[src/rtl/asyn_fifo_rd_ctrl.sv]
// Read-side controller of an asynchronous FIFO: Gray read pointer, empty flag,
// fill level and a 2-entry output buffer that turns RAM reads into a valid/ready stream.
module asyn_fifo_rd_ctrl #(
  parameter int DSIZE = 8,
  parameter int ASIZE = 4
) (
  input  logic             rclk,
  input  logic             rrst,
  input  logic [ASIZE:0]   rq2_wptr,
  output logic             ren,
  output logic [ASIZE-1:0] raddr,
  input  logic [DSIZE-1:0] mem_rdata,
  output logic [ASIZE:0]   rptr,
  output logic             rempty,
  output logic [ASIZE:0]   rlevel,
  output logic             m_valid,
  input  logic             m_ready,
  output logic [DSIZE-1:0] m_data
);

  function automatic logic [ASIZE:0] bin2gray(input logic [ASIZE:0] b);
    return b ^ (b >> 1);
  endfunction

  function automatic logic [ASIZE:0] gray2bin(input logic [ASIZE:0] g);
    logic [ASIZE:0] b;
    b[ASIZE] = g[ASIZE];
    for (int i = ASIZE - 1; i >= 0; i--) begin
      b[i] = b[i+1] ^ g[i];
    end
    return b;
  endfunction

  logic [ASIZE:0]   rbin;
  logic [ASIZE:0]   rbin_next;
  logic [ASIZE:0]   rgray_next;
  logic [ASIZE:0]   wbin;
  logic             inflight;
  logic [1:0]       buf_cnt;
  logic [1:0]       occ;
  logic             fire;
  logic [DSIZE-1:0] buf0;
  logic [DSIZE-1:0] buf1;

  assign raddr   = rbin[ASIZE-1:0];
  assign m_valid = (buf_cnt != 2'd0);
  assign m_data  = buf0;
  assign fire    = m_valid & m_ready;
  assign occ     = buf_cnt + {1'b0, inflight};

  // Issue a read only when a buffer slot is guaranteed free when the data returns.
  always_comb begin
    ren        = 1'b0;
    wbin       = gray2bin(rq2_wptr);
    if (!rrst && !rempty && ((occ < 2'd2) || fire)) begin
      ren = 1'b1;
    end else begin
      ren = 1'b0;
    end
    rbin_next  = rbin + {{ASIZE{1'b0}}, ren};
    rgray_next = bin2gray(rbin_next);
  end

  // Read pointer, empty flag and level registers.
  always_ff @(posedge rclk) begin
    if (rrst) begin
      rbin     <= '0;
      rptr     <= '0;
      rempty   <= 1'b1;
      rlevel   <= '0;
      inflight <= 1'b0;
    end else begin
      rbin     <= rbin_next;
      rptr     <= rgray_next;
      rempty   <= (rgray_next == rq2_wptr);
      rlevel   <= wbin - rbin_next;
      inflight <= ren;
    end
  end

  // In-order output buffer: capture returning RAM data, pop on handshake.
  always_ff @(posedge rclk) begin
    if (rrst) begin
      buf_cnt <= 2'd0;
      buf0    <= '0;
      buf1    <= '0;
    end else begin
      case ({inflight, fire})
        2'b10: begin
          if (buf_cnt == 2'd0) begin
            buf0 <= mem_rdata;
          end else begin
            buf1 <= mem_rdata;
          end
          buf_cnt <= buf_cnt + 2'd1;
        end
        2'b01: begin
          buf0    <= buf1;
          buf_cnt <= buf_cnt - 2'd1;
        end
        2'b11: begin
          // Pop and append together: count is unchanged.
          if (buf_cnt == 2'd1) begin
            buf0 <= mem_rdata;
          end else begin
            buf0 <= buf1;
            buf1 <= mem_rdata;
          end
        end
        default: begin
          buf_cnt <= buf_cnt;
        end
      endcase
    end
  end

endmodule
[config.mk]
export PLATFORM = sky130hd
export DESIGN_NAME = asyn_fifo_rd_ctrl
export DESIGN_NICKNAME = d
export VERILOG_FILES = /design/src/rtl/asyn_fifo_rd_ctrl.sv
export SDC_FILE = /design/constraint.sdc
export NUM_CORES = 1
export LEC_CHECK = 0
export CAP_MARGIN = 20
export CORE_ASPECT_RATIO = 1.25
export CORE_MARGIN = 3
export CORE_UTILIZATION = 45
export CTS_BUF_LIST = sky130_fd_sc_hd__clkbuf_4
export DETAILED_ROUTE_END_ITERATION = 10
export PLACE_DENSITY = 0.73
export SETUP_SLACK_MARGIN = 0.05
export SLEW_MARGIN = 25
export SYNTH_ARGS = -nofsm -noshare
export SYNTH_HDL_FRONTEND = slang
export SYNTH_SLANG_ARGS = --single-unit
[constraint.sdc]
create_clock -name rclk -period 3.1 [get_ports rclk]
set_input_delay 0.465 -clock rclk [delete_from_list [all_inputs] [get_ports rclk]]
set_output_delay 0.465 -clock rclk [all_outputs]
set_load 0.1 [all_outputs]
==> impl_results.md, run 1 <==
- Most frequent cells after synthesis: 34 x dfxtp_1, 31 x nor2_1, 12 x xnor2_1, 11 x a211oi_1
- Fillcell total: 282
- Fin nets: 246
- Critical Path RT: 3.32 ns
- Clock share of power: 0.096
- Post-synth EDFFs: 0
- Vias in the first global route: 1296
- WP data arrival: 3.04 ns
- Switching part of the total power: 0.534
- CTS tree: yes
- Final ANT Viol Nets: 0
- Final min period: 2.83 ns
- Clock Path Buffers: 2
- Layout Area Growth over Synthesis: 35.0%
- Routed via count: 1317
- Layout cell share with drive strength beyond 1: 0.280
- DR iter-0 viols: 57
- Root buffer cell: clkbuf_4
- Ys flop type: dfxtp_1
- RSZ-0062 raised after global routing: false
- Post-DR vias/cell: 5.16
- Top cell type's share of synthesized area: 0.416
- HPWL Detailed: 2660 um
- Final period util: 0.912
- TritonRoute pass-1 iters: 4
- Synth area leaders: dfxtp_1 42%, ha_1 7.6%, nor2_1 7.1%
- Logic pwr share: 0.624
- Max Cap Violations: 0
- Full die area: 0.00440 mm^2
- Setup bufs post-CTS: 0
- Crit end category: register
- Cell taking the most area after synthesis: dfxtp_1
- Slew Limit Fails: 0
- Unique masters post-synth: 27
- Max VDD drop: 0.883 mV
- Sequential area share after synthesis: 0.416
- Diodes inserted: 0
- Count leader, synth: dfxtp_1
- Synth async-reset ratio: 0
- CP max FO: 3
- Gpl congestion: 0.801
- # IOs: 41
- Status: finished clean
- Port bufs: 40
- Switching pwr: 1.16 mW
- LEAKAGE: 0.980 nW
- Number of synthesized register bits: 34
- Yosys warnings: 0
- Finished Core Util: 0.662
- WS Path Type: in -> reg
- Slew at the pin closest to its max-slew limit: 0.619 ns
- Largest net degree at the start of global routing: 35
- Mean post-synth cell area: 9.63 um^2
- Clk pin slew, worst setup/hold paths: 0.10 ns
- Die X: 60.0 um
- Hold crit path type: reg -> reg
- CP Cell Sequence: clkdlybuf4s50_1, xnor2_2, xnor2_2, xor2_1, xnor2_1, ha_1, inv_2, fa_1, a21oi_2, maj3_2, xor2_1, nor2_1
- Post-Syn Instances: 170
- CTS hold repair buffers: 0
- CTS resizes: 0
- Synth Cell Area: 0.00164 mm^2
- Residual DRC: 0
- Initial antenna violation count: 0
- Endpoints failing setup: 0
- FP Rows: 23
- DRT Wirelength: 3480 um
- First-pass GRT wire length: 5810 um
- Crit path largest cell delay: 0.46 ns
- H-tree depth: 2
- Internal power: 1.01 mW
- TritonCTS Buffers: 5
- Initial Util: 0.491
- GRT Overall Usage: 0.175
- Reg power frac: 0.279
- Cells after DPL: 249
- Slew headroom: 0.586
- # clock sinks: 34
- DIE HEIGHT: 73.5 um
- Fin cells: 255
- Clock latency on the worst-skew pair: 0.32 ns
- Critical-path top delay cell: clkdlybuf4s50_1
- Fmax: 354 MHz
- Routed length per instance: 13.6 um
- Clock skew: 0.00853 ns
- Power per standard cell area: 982 mW/mm^2
- Syn nets: 197
- Core Area: 0.00334 mm^2
- Worst setup SP type: input pin
- Global route overflow: 0
- Count of final hold-check violations: 0
[cells by family (layout without fill, tap and decap cells)]
group	after synthesis	after routing	share of synthesized area
fa+ha+maj	12	12	0.0955
simple gates	46	46	0.120
compound gates	29	29	0.131
mux	9	9	0.0558
buf+inv	15	63	0.0351
xor+xnor	25	25	0.147
flops	34	34	0.416
[layer usage]
metal / share of wire / track usage / routed length, um / vias to the layer above
met4: 0.015 / 0.0665 / 51 / 0
li1: - / - / - / 665
met2: 0.54 / 0.325 / 1880 / 35
met5: 0 / 0 / 0 / -
met3: 0.057 / 0.0439 / 198 / 4
met1: 0.39 / 0.184 / 1350 / 613
[metrics by stage]
step | worst slack (ns) | power (mW) | cell area (um^2) | setup TNS [ns] | hold slack, ns
after floorplan | -0.550 | 1.70 | 1740 | -1.55 | 0.464
after global placement | -0.0399 | 1.94 | 2170 | -0.0399 | 0.477
after global routing | 0.0996 | 2.30 | 2210 | 0 | 0.528
after CTS | 0.256 | 2.19 | 2210 | 0 | 0.511
after detailed placement | -0.0812 | 1.98 | 2170 | -0.0812 | 0.491
final | 0.272 | 2.17 | 2210 | 0 | 0.504
[critical path: cells and delay by family]
kind | cells | cell delay [ns]
compound gates | 1 | 0.15
buf+inv | 2 | 0.51
xor+xnor | 5 | 1.02
simple gates | 1 | 0.05
fa+ha+maj | 3 | 0.83
[registers in the layout, indices dropped and copies added (netlist names)]
name,flops
buf1,8
rlevel,5
inflight,1
buf_cnt,2
rbin,4
rempty,1
rptr,5
m_data,8
[layout by cell type (no fill, tap or decap), types with 2 or more instances in the layout]
master	n
a211oi_1	10
a21o_1	2
a22oi_1	8
buf_4	31
clkbuf_4	5
clkdlybuf4s50_1	15
dfxtp_1	32
dfxtp_2	2
ha_1	6
ha_4	4
inv_1	4
inv_2	4
mux2i_1	8
nand2_1	6
nand2_4	2
nand3_1	2
nor2_1	31
nor2b_1	4
o21ai_1	2
xnor2_1	12
xnor2_2	3
xor2_1	9
[final timing paths]
check,from,to,slack [ns],cells past startpoint
min reg2reg,buf1[1],buf1[1],0.50,2
max reg2reg,buf_cnt[0],rlevel[4],0.45,14
max,rq2_wptr[4],rlevel[4],0.27,12
min,buf1[1],buf1[1],0.50,2
[power by group through the flow]
stage          logic (mW)  clock network, mW  registers [mW]
4_1_cts              1.36              0.221           0.609
3_5_place_dp         1.36                  0           0.618
5_1_grt              1.43              0.241           0.621
6_report             1.36              0.209           0.606
2_1_floorplan       0.577                  0            1.12
3_3_place_gp         1.33                  0           0.612
[area by class of cell]
cell class              instances  area, um^2  share of cell area
flip-flops and latches         34         683               0.309
multi-input cells             121         993               0.449
well taps                      37        46.3              0.0209
inverters                      10        43.8              0.0198
clock buffers                   5        37.5              0.0170
clock inverters                 1        3.75             0.00170
repair buffers                 47         403               0.182
(Power assumes the default switching activity.)
==> run 2, diff against run 1 <==
--- a/config.mk
+++ b/config.mk
@@ -8,8 +8,11 @@
 export CAP_MARGIN = 20
+export CELL_PAD_IN_SITES_DETAIL_PLACEMENT = 1
+export CELL_PAD_IN_SITES_GLOBAL_PLACEMENT = 2
 export CORE_ASPECT_RATIO = 1.25
 export CORE_MARGIN = 3
-export CORE_UTILIZATION = 45
+export CORE_UTILIZATION = 27
 export CTS_BUF_LIST = sky130_fd_sc_hd__clkbuf_4
+export CTS_CLUSTER_SIZE = 16
 export DETAILED_ROUTE_END_ITERATION = 10
-export PLACE_DENSITY = 0.73
+export PLACE_DENSITY = 0.72
 export SETUP_SLACK_MARGIN = 0.05
==> constraint.sdc (replaced) <==
create_clock -name rclk -period 3.1 [get_ports rclk]
set_input_delay 0.62 -clock rclk [delete_from_list [all_inputs] [get_ports rclk]]
set_output_delay 0.62 -clock rclk [all_outputs]
set_load 0.1 [all_outputs]
==> impl_results.md, run 2 (synthesized netlist as in run 1, its figures left out) <==
- Slew Limit Fails: 0 (unchanged)
- Hold wc startpoint: m_data[4] (was buf1[1])
- Setup bufs post-CTS: 0 (unchanged)
- DR iter-0 viols: 26 (was 57)
- Clock Path Buffers: 2 (unchanged)
- Tot Pwr: 2.31 mW (was 2.17 mW)
- Crit end category: register (unchanged)
- Commonest non-fill, non-tap cell in the layout: buf_4 (was dfxtp_1)
- Worst hold stages: 2 (unchanged)
- Internal power: 1.11 mW (was 1.01 mW)
- Max VDD drop: 0.288 mV (was 0.883 mV)
- Slew headroom: 0.547 (was 0.586)
- Slew at the pin closest to its max-slew limit: 0.674 ns (was 0.619 ns)
- Switching pwr: 1.20 mW (was 1.16 mW)
- Gpl congestion: 0.750 (was 0.801)
- LEAKAGE: 1.03 nW (was 0.980 nW)
- Reg2reg end: rlevel[4] (unchanged)
- Final period util: 0.937 (was 0.912)
- Area after DPL: 0.00225 mm^2 (was 0.00217 mm^2)
- H-tree depth: 2 (unchanged)
- Root buffer cell: clkbuf_4 (unchanged)
- Layout cell share with drive strength beyond 1: 0.310 (was 0.280)
- Power per standard cell area: 990 mW/mm^2 (was 982 mW/mm^2)
- FF-to-FF Start: buf_cnt[0] (unchanged)
- Fmax: 344 MHz (was 354 MHz)
- GRT Overall Usage: 0.126 (was 0.175)
- Post-DR vias/cell: 4.67 (was 5.16)
- Vias in the first global route: 1432 (was 1296)
- Reg power frac: 0.263 (was 0.279)
- Full die area: 0.00704 mm^2 (was 0.00440 mm^2)
- Initial Util: 0.282 (was 0.491)
- DRT Wirelength: 4060 um (was 3480 um)
- Fin nets: 252 (was 246)
- Port bufs: 40 (unchanged)
- Critical Path RT: 3.33 ns (was 3.32 ns)
- R2r worst-path depth: 14 (unchanged)
- CP max FO: 2 (was 3)
- HPWL Detailed: 3100 um (was 2660 um)
- Reg2Reg Setup Slack: 0.53 ns (was 0.45 ns)
- Fin cells: 292 (was 255)
- Die X: 75.7 um (was 60.0 um)
- Clk pin slew, worst setup/hold paths: 0.11 ns (was 0.10 ns)
- WS Path Type: in -> reg (unchanged)
- DIE HEIGHT: 93.1 um (was 73.5 um)
- Setup TNS: 0 ns (unchanged)
- Endpoints failing setup: 0 (unchanged)
- FP Rows: 31 (was 23)
- Finished Core Util: 0.400 (was 0.662)
- Max Cap Violations: 0 (unchanged)
- Clock share of power: 0.141 (was 0.096)
- Final min period: 2.91 ns (was 2.83 ns)
- TritonCTS Buffers: 5 (unchanged)
- Final instance area: 0.00233 mm^2 (was 0.00221 mm^2)
- Logic pwr share: 0.596 (was 0.624)
- Final ANT Viol Nets: 0 (unchanged)
- Hold crit path type: reg -> reg (unchanged)
- Core Area: 0.00582 mm^2 (was 0.00334 mm^2)
- First-pass GRT wire length: 6670 um (was 5810 um)
- Count of final hold-check violations: 0 (unchanged)
- Largest net degree at the start of global routing: 35 (unchanged)
- CTS resizes: 0 (unchanged)
- Global route overflow: 0 (unchanged)
- Routed via count: 1364 (was 1317)
- Routed length per instance: 13.9 um (was 13.6 um)
- Initial antenna violation count: 0 (unchanged)
- Residual DRC: 0 (unchanged)
- Status: finished clean (unchanged)
- CTS tree: yes (unchanged)
- WHS Endpoint: m_data[4] (was buf1[1])
- CTS hold repair buffers: 0 (unchanged)
- Cells after DPL: 284 (was 249)
- WP data arrival: 3.13 ns (was 3.04 ns)
- RSZ-0062 raised after global routing: false (unchanged)
- Switching part of the total power: 0.519 (was 0.534)
- TritonRoute pass-1 iters: 4 (unchanged)
- Layout Area Growth over Synthesis: 42.2% (was 35.0%)
- Clock latency on the worst-skew pair: 0.34 ns (was 0.32 ns)
- Fillcell total: 681 (was 282)
- Diodes inserted: 0 (unchanged)
- Worst setup SP type: input pin (unchanged)
- Most frequent cells in the layout: 37 x buf_4, 32 x dfxtp_1, 31 x nor2_1 (was 32 x dfxtp_1, 31 x nor2_1, 31 x buf_4)
- # IOs: 41 (unchanged)
- # clock sinks: 34 (unchanged)
- Clock skew: 0.00948 ns (was 0.00853 ns)
## run 2: cell types whose count changed in the layout (fill, tap and decap cells not counted), sizes merged
cell,change
buf,+6
clkinv,+1
bufinv,+1
## run 2: worst max path at each step
| stage | slack, ns | startpoint | endpoint |
|---|---|---|---|
| 6_report | 0.19 | rq2_wptr[4] | rlevel[4] |
| 5_1_grt | 0.08 | rq2_wptr[4] | rlevel[4] |
| 4_1_cts | 0.16 | rq2_wptr[4] | rlevel[4] |
| 3_5_place_dp | -0.21 | rq2_wptr[4] | rlevel[4] |
| 3_3_place_gp | -0.08 | rq2_wptr[4] | rlevel[4] |
| 2_1_floorplan | -0.55 | buf_cnt[0] | rlevel[4] |
## run 2: power by group through the flow
stage,Sequential (mW),Clock (mW),Combinational [mW]
after floorplan,1.12,0,0.577
after detailed placement,0.618,0,1.38
after global routing,0.619,0.360,1.47
after global placement,0.613,0,1.36
after CTS,0.608,0.343,1.39
final,0.606,0.326,1.37
## run 2: layout make-up
class / count / area (um^2) / share of cell area
timing repair buffer: 53 / 448 / 0.192
tap: 66 / 82.6 / 0.0355
clock inverter: 3 / 40.0 / 0.0172
sequential: 34 / 683 / 0.293
multi-input combinational: 121 / 993 / 0.427
inverter: 10 / 43.8 / 0.0188
clock buffer: 5 / 37.5 / 0.0161
## run 2: per-layer routing
metal / GRT usage / up-vias / part of all wire
li1: - / 679 / -
met2: 0.218 / 35 / 0.52
met5: 0 / - / 0
met1: 0.138 / 646 / 0.41
met3: 0.0441 / 4 / 0.061
met4: 0.0437 / 0 / 0.0096
## run 2: through the flow
step,hold WS (ns),setup WS (ns)
floorplan,0.464,-0.550
global placement,0.477,-0.0836
detailed placement,0.493,-0.213
CTS,0.511,0.161
global route,0.529,0.0782
finish,0.506,0.195
## run 2: worst max-delay path, cell delays in order
cell and delay, ns:
clkdlybuf4s50_1 0.46, xnor2_2 0.25, xnor2_2 0.16, xor2_1 0.25
xnor2_1 0.16, ha_1 0.19, inv_2 0.05, fa_1 0.46
a21oi_2 0.15, maj3_2 0.19, xor2_1 0.14, nor2_1 0.05
